[src/rtl/branch_hazard_ctrl_pkg.sv]
// Shared pipeline-control definitions: sequencer states, register-specifier
// width and the instruction word loaded into flushed pipeline registers.
package branch_hazard_ctrl_pkg;

    localparam int unsigned REG_W   = 5;
    localparam int unsigned INSTR_W = 32;

    // All-zero word decodes as a no-op (sll r0, r0, 0)
    localparam logic [INSTR_W-1:0] NOP_INSTR = INSTR_W'(0);

    typedef enum logic [1:0] {
        ST_RUN        = 2'd0,
        ST_LU_STALL   = 2'd1,
        ST_REDIR_WAIT = 2'd2
    } ctrl_state_e;

endpackage

[src/rtl/branch_hazard_ctrl_sat_counter.sv]
// Saturating up-counter used for the pipeline performance statistics.
module sat_counter #(
    parameter int unsigned CNT_W = 16
) (
    input  logic             clk,
    input  logic             rst_n,
    input  logic             inc,
    output logic [CNT_W-1:0] o_count
);

    logic [CNT_W-1:0] r_count;

    always_ff @(posedge clk or negedge rst_n) begin
        if (!rst_n) begin
            r_count <= '0;
        end else if (inc && (r_count != {CNT_W{1'b1}})) begin
            r_count <= r_count + CNT_W'(1);
        end
    end

    assign o_count = r_count;

endmodule

[src/rtl/branch_hazard_ctrl.sv]
// EX-stage control sequencer: branch redirect/flush, load-use stall, fetch-miss
// hold and saturating taken/stall performance counters.
module branch_hazard_ctrl
    import branch_hazard_ctrl_pkg::*;
#(
    parameter int unsigned CNT_W = 16
) (
    input  logic             clk,
    input  logic             rst_n,
    input  logic             i_ex_valid,
    input  logic             i_ex_branch,
    input  logic             i_ex_zero,
    input  logic             i_ex_jump,
    input  logic             i_idex_mem_read,
    input  logic [REG_W-1:0] i_idex_rd,
    input  logic             i_ifid_valid,
    input  logic [REG_W-1:0] i_ifid_rs,
    input  logic [REG_W-1:0] i_ifid_rt,
    input  logic             i_imem_ready,
    output logic             o_pc_sel,
    output logic             o_pc_write,
    output logic             o_ifid_write,
    output logic             o_ifid_flush,
    output logic             o_idex_flush,
    output logic             o_ex_hold,
    output logic [CNT_W-1:0] o_taken_cnt,
    output logic [CNT_W-1:0] o_stall_cnt
);

    ctrl_state_e r_state;
    ctrl_state_e w_state_nxt;
    logic        w_taken;
    logic        w_lu_haz;

    assign w_taken  = i_ex_valid & ((i_ex_branch & i_ex_zero) | i_ex_jump);
    assign w_lu_haz = i_idex_mem_read & i_ifid_valid & (i_idex_rd != REG_W'(0)) &
                      ((i_idex_rd == i_ifid_rs) | (i_idex_rd == i_ifid_rt));

    always_ff @(posedge clk or negedge rst_n) begin
        if (!rst_n) begin
            r_state <= ST_RUN;
        end else begin
            r_state <= w_state_nxt;
        end
    end

    // Mealy decode; LU_STALL shares RUN's rules but skips hazard detection
    always_comb begin
        w_state_nxt  = r_state;
        o_pc_sel     = 1'b0;
        o_pc_write   = 1'b1;
        o_ifid_write = 1'b1;
        o_ifid_flush = 1'b0;
        o_idex_flush = 1'b0;
        o_ex_hold    = 1'b0;

        case (r_state)
            ST_RUN, ST_LU_STALL: begin
                w_state_nxt = ST_RUN;
                if (w_taken && i_imem_ready) begin
                    o_pc_sel     = 1'b1;
                    o_ifid_flush = 1'b1;
                    o_idex_flush = 1'b1;
                end else if (w_taken) begin
                    o_pc_write   = 1'b0;
                    o_ifid_write = 1'b0;
                    o_ex_hold    = 1'b1;
                    w_state_nxt  = ST_REDIR_WAIT;
                end else if (w_lu_haz && (r_state == ST_RUN)) begin
                    o_pc_write   = 1'b0;
                    o_ifid_write = 1'b0;
                    o_idex_flush = 1'b1;
                    w_state_nxt  = ST_LU_STALL;
                end else if (!i_imem_ready) begin
                    o_pc_write   = 1'b0;
                    o_ifid_flush = 1'b1;
                end
            end
            ST_REDIR_WAIT: begin
                if (i_imem_ready) begin
                    o_pc_sel     = 1'b1;
                    o_ifid_flush = 1'b1;
                    o_idex_flush = 1'b1;
                    w_state_nxt  = ST_RUN;
                end else begin
                    o_pc_write   = 1'b0;
                    o_ifid_write = 1'b0;
                    o_ex_hold    = 1'b1;
                end
            end
            default: begin
                w_state_nxt = ST_RUN;
            end
        endcase

        // Reset forces a quiescent, flushed pipeline regardless of inputs
        if (!rst_n) begin
            o_pc_sel     = 1'b0;
            o_pc_write   = 1'b0;
            o_ifid_write = 1'b0;
            o_ifid_flush = 1'b1;
            o_idex_flush = 1'b1;
            o_ex_hold    = 1'b0;
        end
    end

    sat_counter #(.CNT_W(CNT_W)) u_taken_cnt (
        .clk     (clk),
        .rst_n   (rst_n),
        .inc     (o_pc_sel),
        .o_count (o_taken_cnt)
    );

    sat_counter #(.CNT_W(CNT_W)) u_stall_cnt (
        .clk     (clk),
        .rst_n   (rst_n),
        .inc     (~o_pc_write),
        .o_count (o_stall_cnt)
    );

endmodule

[config.mk]
export PLATFORM = sky130hd
export DESIGN_NAME = branch_hazard_ctrl
export DESIGN_NICKNAME = d
export VERILOG_FILES = /design/src/rtl/branch_hazard_ctrl_pkg.sv /design/src/rtl/branch_hazard_ctrl_sat_counter.sv /design/src/rtl/branch_hazard_ctrl.sv
export SDC_FILE = /design/constraint.sdc
export NUM_CORES = 1
export LEC_CHECK = 0
export ABC_AREA = 1
export CAP_MARGIN = 10
export CELL_PAD_IN_SITES_DETAIL_PLACEMENT = 1
export CELL_PAD_IN_SITES_GLOBAL_PLACEMENT = 1
export CORE_MARGIN = 3
export CORE_UTILIZATION = 44
export CTS_CLUSTER_SIZE = 14
export DETAILED_ROUTE_END_ITERATION = 8
export DONT_BUFFER_PORTS = 1
export GPL_ROUTABILITY_DRIVEN = 0
export PLACE_DENSITY = 0.81
export SETUP_SLACK_MARGIN = 0.2
export SLEW_MARGIN = 20
export SYNTH_ARGS = -nofsm -noshare
export SYNTH_HDL_FRONTEND = slang
export SYNTH_HIERARCHICAL = 1
export SYNTH_SLANG_ARGS = --single-unit
[constraint.sdc]
create_clock -name clk -period 2.3 [get_ports clk]
set_clock_uncertainty 0.1 [all_clocks]
set_input_delay 0.23 -clock clk [delete_from_list [all_inputs] [get_ports clk]]
set_output_delay 0.23 -clock clk [all_outputs]
set_load 0.1 [all_outputs]
==> out/metrics.yaml <==
synth:
  syn_area_sq_um: 2500
  synthMuxAreaShare_pct: 0
  synth_top_family_by_area: "simple AND/OR/NAND/NOR gates"
  synthXorXnorAreaFrac_pct: 4.56
  synth-compound-area-share_pct: 4.46
  synth_cells: 374
  syn_avg_cell_area_sq_um: 6.68
  yosysSeqAreaShare_pct: 34.1
  ys_ff_latch: 34
  post-synth-top-area-fraction_pct: 34.1
  synthDistinctLibCells: 25
  synthSimpleGateAreaFrac_pct: 47.8
  yosys.area.top_type: "dfrtp_1"
  yosysWarnings: 6
  synth_nets: 400
  yosys.area_share.adder_pct: 1.00
  synth_area_leaders: "dfrtp_1, nand2_1, inv_1"
outcome:
  status: "completed"
critical_path:
  cp.required_ns: 1.97
  r2r-start: "r_state[1]$_DFFE_PN0P_"
  timing.rr.end: "u_stall_cnt/o_count[8]$_DFFE_PN0P_"
  worst_setup_path_end_kind: "output pin"
  crit_arrival_ns: 1.58
  r2r_slack_ns: 0.43
  path_buf_inv: 4
  r2r.worst_path.cells: 10
  cp-start-kind: "register"
  path_class: "reg2out"
  cp_top_family: "buffers and inverters"
  cp_max_fo: 4
  crit_chain: "inv_1 > nand2_1 > inv_2 > nor2_1 > inv_1 > nor2_4 > buf_4"
  worst_path_most_repeated_cell: "inv_1"
  cpPeakStageDelay_ns: 0.37
  critPathSlowestCell: "dfrtp_1"
detailed_routing:
  wl_per_cell_um: 14.6
  dr.pass1.iters: 6
  wl_um: 7200
  drt_iter0_drc: 80
  drc: 0
  vias: 2538
  detail-route-antenna-nets: 0
  drt-vias-per-instance: 5.16
timing:
  period_minus_slack_ns: 1.91
  fmax_mhz: 524
  finalCritPeriodShare_pct: 83.0
  worst_pin_slew_ns: 0.461
  fin_setup_tns_ns: 0
  finalSetupViolCount: 0
  hold_slack_ns: 0.163
  slew_violations: 0
  max_slew_margin_pct: 69.3
  hold_viol: 0
  rsz0062_at_grt: "false"
  fin_ws_ns: 0.391
hold_path:
  min_to: "r_state[1]$_DFFE_PN0P_"
  hold_class: "in2reg"
  hold_path_depth: 4
  min-delay-start: "i_ex_valid"
grt:
  grt_usage_pct: 23.3
  antenna_found_initial: 0
  grt_pass1_vias: 2572
  grt_remaining_overflow: 0
  grt_max_degree: 35
  grt_pass1_wl_um: 12100
die:
  fp-row-count: 26
  io_pins: 62
  die-area_sq_um: 6620
  die_w_um: 81.3
  core_sq_um: 5300
  die_y_um: 81.3
  start_util_pct: 47.1
clocking:
  insertion_delay_ns: 0.29
  cts_resized: 0
  clockBufferDepth: 2
  cts.sinks: 34
  cts_buffers: 5
  cts.reportedPaths.clkPinSlew_ns: 0.07
  cts_root_buffer: "clkbuf_8"
  tritoncts: "yes"
  htree_num_levels: 2
pwr:
  power.density_nw_per_um2: 830
  ir_drop_uv: 918
  finalPower_uw: 2520
  power.leakage_uw: 0.00156
finish:
  layout.cells.non_filler: 492
  drive_above_1_share_pct: 21.8
  num_antenna_cells: 0
  final_nets: 447
  area_growth_pct: 21.4
job:
  drv_cap: 0
placement:
  port_buffers: 0
  dpl.hpwl_um: 5500
  dp_slack_ns: 0.400
  dp_cells: 479
-- cells in the final DEF, fill, tap and decap left out --
cell           Yosys  layout
nor4_4             0       1
dlygate4sd3_1      0       2
a21oi_2            2       2
nand2_1          156     156
o21ai_1            1       1
xor2_1             3       3
buf_12             0       2
nor2_1            38      37
nand3_2            0       1
clkbuf_8           0       6
nand3b_1           5       5
nor3_1             2       2
nand2_2            8       8
nor2_2             7       7
nand4_4            2       2
nand3_1           19      18
nand2_4            2       2
dfrtp_2            0       4
dfrtp_1           34      30
clkinv_2           0       2
nor2_4             9      10
ha_1               2       2
nand4_1            9       9
o211ai_2           1       1
clkinv_1           2       1
o21ai_0           10      10
xnor2_1           10      10
inv_2              2       3
buf_4              0      38
clkbuf_1           0       1
inv_1             44      43
o21ai_2            3       3
-- registers in the layout, summed over array words and instances, names as in the netlist --
name                 count
u_stall_cnt/o_count     16
r_state                  2
u_taken_cnt/o_count     16
-- cells by family (layout without fill, tap and decap cells) --
| kind of cell | Yosys count | in the layout |
|---|---|---|
| adder cells (fa/ha/maj) | 2 | 2 |
| XOR/XNOR | 13 | 13 |
| buffers and inverters | 50 | 98 |
| flip-flops | 34 | 34 |
| AO/OA/AOI/OAI | 17 | 17 |
| AND/OR/NAND/NOR | 258 | 258 |
-- repair_timing --
item	4_1_cts	5_1_grt
hold buffers	3	0
setup endpoints to repair	0	1
setup buffers	0	2
hold endpoints to repair	35	0
-- synthesized netlist by cell type, drive strengths merged --
cell	n
nand2	166
nor2	54
inv	46
dfrtp	34
nand3	19
o21ai	14
nand4	11
xnor2	10
nand3b	5
xor2	3
a21oi	2
buf	2
clkinv	2
ha	2
nor3	2
nor4	1
o211ai	1
-- worst min-delay path, cell delays in order --
cell     delay [ns]
o21ai_2        0.05
nand2_1        0.08
inv_2          0.10
nor3_1         0.05
-- where the power goes --
group / switching [uW] / leakage (uW) / internal [uW]
clock network: 222 / 0.0000482 / 242
logic: 990 / 0.00107 / 260
registers: 114 / 0.000444 / 690
-- through the flow --
stage | util [%] | area, sq um
floorplan | - | 2530
global placement | 54.2 | 2870
detailed placement | 54.2 | 2870
CTS | 56.7 | 3010
global route | 57.2 | 3030
finish | 57.2 | 3030
-- area by class of cell --
class,instances,area [sq um]
fill,704,2270
timing repair buffer,42,345
clock inverter,1,5.00
clock buffer,7,86.3
inverter,48,181
sequential,34,856
multi-input combinational,290,1470
tap,70,87.6
-- worst max-delay path by stage --
stage | start | end | cells past startpoint
floorplan | r_state[1]$_DFFE_PN0P_ | u_taken_cnt/o_count[14]$_DFFE_PN0P_ | 13
global placement | r_state[1]$_DFFE_PN0P_ | u_taken_cnt/o_count[14]$_DFFE_PN0P_ | 13
detailed placement | i_ex_branch | u_stall_cnt/o_count[7]$_DFFE_PN0P_ | 11
CTS | r_state[1]$_DFFE_PN0P_ | o_pc_sel | 7
global route | r_state[1]$_DFFE_PN0P_ | o_pc_sel | 7
finish | r_state[1]$_DFFE_PN0P_ | o_pc_sel | 7
-- routing by layer --
metal | wire, um | GRT usage, % | vias up
li1 | - | - | 1246
met1 | 3270 | 30.0 | 1223
met2 | 3470 | 40.0 | 60
met3 | 366 | 4.99 | 9
met4 | 93 | 4.56 | 0
met5 | 0 | 0 | -
Note: power is estimated with default switching activity, not from simulation.
==> variant 1, RTL diff (same flow settings) <==
`CNT_W` is set to 16 in 2 places; all go to 12.
--- a/src/rtl/branch_hazard_ctrl_sat_counter.sv
+++ b/src/rtl/branch_hazard_ctrl_sat_counter.sv
@@ -1,6 +1,6 @@
 // Saturating up-counter used for the pipeline performance statistics.
 module sat_counter #(
-    parameter int unsigned CNT_W = 16
+    parameter int unsigned CNT_W = 12
 ) (
     input  logic             clk,
     input  logic             rst_n,
--- a/src/rtl/branch_hazard_ctrl.sv
+++ b/src/rtl/branch_hazard_ctrl.sv
@@ -3,7 +3,7 @@
 module branch_hazard_ctrl
     import branch_hazard_ctrl_pkg::*;
 #(
-    parameter int unsigned CNT_W = 16
+    parameter int unsigned CNT_W = 12
 ) (
     input  logic             clk,
     input  logic             rst_n,
Ports: changed (resized o_stall_cnt and o_taken_cnt); port bits go from 62 to 54. The function was not compared with the original's and may differ.
==> variant 1 against the original RTL <==
Area after synthesis down 27%. Worst hold slack better by 51 ps. Global-route usage is 1.0 points lower. Worst setup slack got worse by 8.9 ps. Routed wire length shrank 28%. Sequential share of layout area up 1.1 points. Total power decreased by 0.47%. First-iteration DRC count decreased by 69%. Cell area is 26% lower. Sequential cell count decreased by 8. Critical path type is now reg2reg. Sequential power decreased by 13%. Maximum frequency decreased by 0.47%. Largest power group unchanged.
==> variant 1: results (changes against the original RTL) <==
stage;metric;value;unit;change
yosys;top cells by area, synth;dfrtp_1 (36%), nand2_1 (20%), inv_1 (8.4%), nor2_1 (5.5%), xnor2_1 (4.8%);;
yosys;sequential share of the synthesized area;0.356;;+0.0150
clocking;CTS buffer count;3;;-2
placement;input/output buffers;0;;unchanged
clocking;clk_lat worst skew;270;ps;-20 ps
final_layout;# diodes;0;;unchanged
drt;Via density;5.16;;about the same
setup_path;Crit Path Max Fanout;5;;+1
yosys;syn_nets;293;;-27%
drt;routed vias;1806;;-29%
timing;Fin Hold WS;214;ps;+50.9 ps
power;sw frac;0.560;;+0.0339
final_layout;fill count;515;;-27%
clocking;clock-pin transition on the worst setup and hold timing paths;100;ps;+30 ps
placement;Post-DP HPWL;4020;um;-27%
final_layout;ratio of cells with drive above 1 in the final layout;0.212;;-0.00609
global_route;vias in the first global route;1995;;-22%
power;Comb power;1.42;mW;+14%
power;Comb pwr share;0.567;;+0.070
power;Max IR drop VDD;0.497;mV;-46%
yosys;Post-synth top cells;nand2_1 (96), inv_1 (41), nor2_1 (27);;
power;seq pwr;0.700;mW;-13%
placement;Placed Cells incl. Taps;343;;-28%
hold_path;Hold Path End;u_stall_cnt/o_count[1];;
setup_path;RR Endpoint;u_stall_cnt/o_count[11];;
clocking;# H-tree levels;1;;-1
global_route;GRT Overall Usage;0.222;;-0.0104
timing;fin crit share;0.834;;+0.00388
yosys;Synth Instances;267;;-29%
drt;First-pass DRT Iterations;4;;-2
clocking;clk root buf;clkbuf_8;;
final_layout;fin nets;329;;-26%
global_route;pin count of the biggest net entering global routing;27;;-23%
status;status;completed;;
placement;dpl cell area;2120;um2;-26%
drt;initial drt markers;25;;-69%
drt;wirelength, routed;5170;um;-28%
global_route;initial antenna violation count;0;;unchanged
hold_path;hold_sp;rst_n;;
yosys;Netlist cell types;28;;+12%
placement;dpl ws;403;ps;+2.91 ps
global_route;first-pass GRT wire length;8970;um;-26%
timing;worst rel slew slack;0.687;;-0.00517
yosys;ys async rst share;1.00;;unchanged
power;static leakage;1.15;nW;-26%
setup_path;Reg-to-Reg Start;r_state[0];;
setup_path;CP arrival;1980;ps;+400 ps
## variant 1: cell types whose count changed after synthesis, moves of 3 or more
| cell | delta |
|---|---|
| nor2_2 | -4 |
| nand3b_1 | -3 |
| nor2_1 | -11 |
| inv_1 | -3 |
| dfrtp_1 | -8 |
| nor2_4 | -8 |
| nand2_1 | -60 |
## variant 1: worst max path at each step
stage,start,end,depth (start not counted)
floorplan,r_state[1],u_taken_cnt/o_count[5],10
global placement,i_ex_branch,u_stall_cnt/o_count[11],12
detailed placement,i_ex_branch,u_stall_cnt/o_count[11],12
CTS,r_state[0],u_stall_cnt/o_count[11],10
global route,r_state[1],u_stall_cnt/o_count[11],10
finish,r_state[0],u_stall_cnt/o_count[11],10
## variant 1: kinds of logic after synthesis
logic type                 synth area share
adders and majority gates            0.0137
and+or+nand+nor                       0.432
xor gates and xnor gates             0.0616
DFF                                   0.356
buffers and inverters                0.0958
AOI/OAI and AO/OA                    0.0410
## variant 1: critical path, stage by stage (launching register included)
cell and delay (ps):
dfrtp_1 430, nor2_1 100, o21ai_0 90, nor2_1 140
nand2_2 120, o211ai_2 110, inv_1 150, nor3_4 310
nand3_1 120, nand2_1 90, nand2_1 70
## variant 1: cell type report
type                    count  area (um2)  share of cell area
multi-input cells         197        1030               0.459
flip-flops and latches     26         656               0.293
repair buffers             32         258               0.115
inverters                  43         164              0.0733
well taps                  48        60.1              0.0269
clock buffers               3        41.3              0.0185
clock inverters             1        30.0              0.0134
## variant 1: layer usage
metal  GRT usage  part of all wire
met2       0.431              0.53
met5           0                 0
met4      0.0277            0.0091
met1       0.244              0.41
met3      0.0576             0.047
## variant 1: timing repair
item | CTS | global route
endpoints found under the hold margin | 27 | 0
setup endpoints to repair | 0 | 0
hold buffers | 3 | 0
gates resized for setup | 0 | 0
==> variant 2, RTL diff (same flow settings) <==
Without the edit above. Encoding of `ctrl_state_e`: now one-hot (3 bits for 3 states).
--- a/src/rtl/branch_hazard_ctrl_pkg.sv
+++ b/src/rtl/branch_hazard_ctrl_pkg.sv
@@ -8,10 +8,10 @@
     // All-zero word decodes as a no-op (sll r0, r0, 0)
     localparam logic [INSTR_W-1:0] NOP_INSTR = INSTR_W'(0);
 
-    typedef enum logic [1:0] {
-        ST_RUN        = 2'd0,
-        ST_LU_STALL   = 2'd1,
-        ST_REDIR_WAIT = 2'd2
+    typedef enum logic [2:0] {
+        ST_RUN        = 3'b001,
+        ST_LU_STALL   = 3'b010,
+        ST_REDIR_WAIT = 3'b100
     } ctrl_state_e;
 
 endpackage
Check against the original RTL: no difference found for any inputs over 10 cycles, from zero or initial values and one cycle with rst_n low; not proved beyond that.
==> variant 2 against the original RTL <==
Cell area grew 4.4%. Clock power shrank 1%. First-iteration DRC count grew 30%. Total power up 3.7%. Worst setup slack worse by 180 ps. Register-to-register slack worse by 190 ps. Maximum frequency fell by 8.5%. Routed wire length is 8.8% higher. Sequential cell count is 1 higher. Area after synthesis rose by 3.4%. Global-route usage rose by 1.7 points.
==> variant 2: results (changes against the original RTL) <==
stage;metric;value;unit;change
status;status;completed;;
power;static leakage;1.59;nW;+2.0%
setup_path;Worst Setup EP;o_pc_write;;
drt;wirelength, routed;7830;um;+8.8%
yosys;sequential share of the synthesized area;0.340;;-0.000885
clocking;Setup Fix Bufs, Post-CTS;2;;+2
placement;Post-DP HPWL;5870;um;+6.8%
placement;Placed Cells incl. Taps;488;;+1.9%
drt;metal2 WL;3940;um;+14%
clocking;CTS Hold Bufs;2;;-1
timing;Worst-Margin Slew;401;ps;-59.7 ps
yosys;syn_nets;406;;+1.5%
global_route;vias in the first global route;2712;;+5.4%
drt;initial drt markers;104;;+30%
global_route;met1 GRT Util;0.314;;+0.0141
final_layout;multi-input logic portion of the cell area;0.488;;+0.00299
final_layout;fin area;3170;um2;+4.4%
yosys;XOR/XNOR Fraction of Synth Area;0.0441;;-0.00148
final_layout;Layout clock area frac;0.0269;;-0.00324
final_layout;clock buffers;6;;-1
final_layout;count of plain and timing-repair buffers;43;;+2.4%
global_route;first-pass GRT wire length;13000;um;+7.4%
setup_path;Reg-to-Reg Start;r_state[0];;
power;Comb power;1.31;mW;+5%
placement;dpl cell area;2970;um2;+3.2%
final_layout;fill count;756;;+7.4%
power;sw frac;0.538;;+0.0117
global_route;met3 usage;0.0521;;+0.00217
final_layout;Multi-In Gates;296;;+2.1%
final_layout;fin util;0.564;;-0.00749
final_layout;ratio of cells with drive above 1 in the final layout;0.252;;+0.0337
final_layout;inverters;47;;-2.1%
drt;met1 WL;3410;um;+4.4%
final_layout;sequential cell area;881;um2;+2.9%
placement;dpl ws;183;ps;-217 ps
global_route;pin count of the biggest net entering global routing;36;;+2.9%
power;Clock Power Share;0.175;;-0.009
setup_path;worst reg2reg path depth;12;;+2
timing;fin crit share;0.907;;+0.0772
setup_path;RR Endpoint;u_taken_cnt/o_count[10];;
power;total power;2.61;mW;+3.7%
final_layout;Final Non-Filler Cells;501;;+1.8%
yosys;Synth Instances;380;;+1.6%
power;Max IR drop VDD;0.851;mV;-7.3%
yosys;Post-synth top cells;nand2_1 (158), inv_1 (41), dfrtp_1 (34), nor2_1 (34), nand3_1 (19);;
clocking;clock sinks;35;;+2.9%
drt;metal3 WL;372;um;+1.6%
==> variant 2: how the worst min path moves through the flow <==
| stage | startpoint | to | slack [ps] | cells past startpoint |
|---|---|---|---|---|
| finish | i_imem_ready | r_state[2] | 160 | 3 |
| global route | i_imem_ready | r_state[2] | 170 | 3 |
| CTS | i_imem_ready | r_state[2] | 180 | 3 |
| detailed placement | rst_n | u_taken_cnt/o_count[5] | -160 | 0 |
| global placement | rst_n | u_taken_cnt/o_count[11] | -160 | 0 |
| floorplan | rst_n | r_state[1] | -170 | 0 |
==> variant 2: worst reg2reg max path, cell delays in order (launching register included) <==
cell and delay, ps:
dfstp_2 580, nor3_2 70, nand2_1 110, inv_1 60, a31oi_2 220, nor2_4 80
nand2_1 120, inv_1 80, nand3_1 170, clkinv_1 180, nand3_1 120, nand2_1 50
nand2_1 60
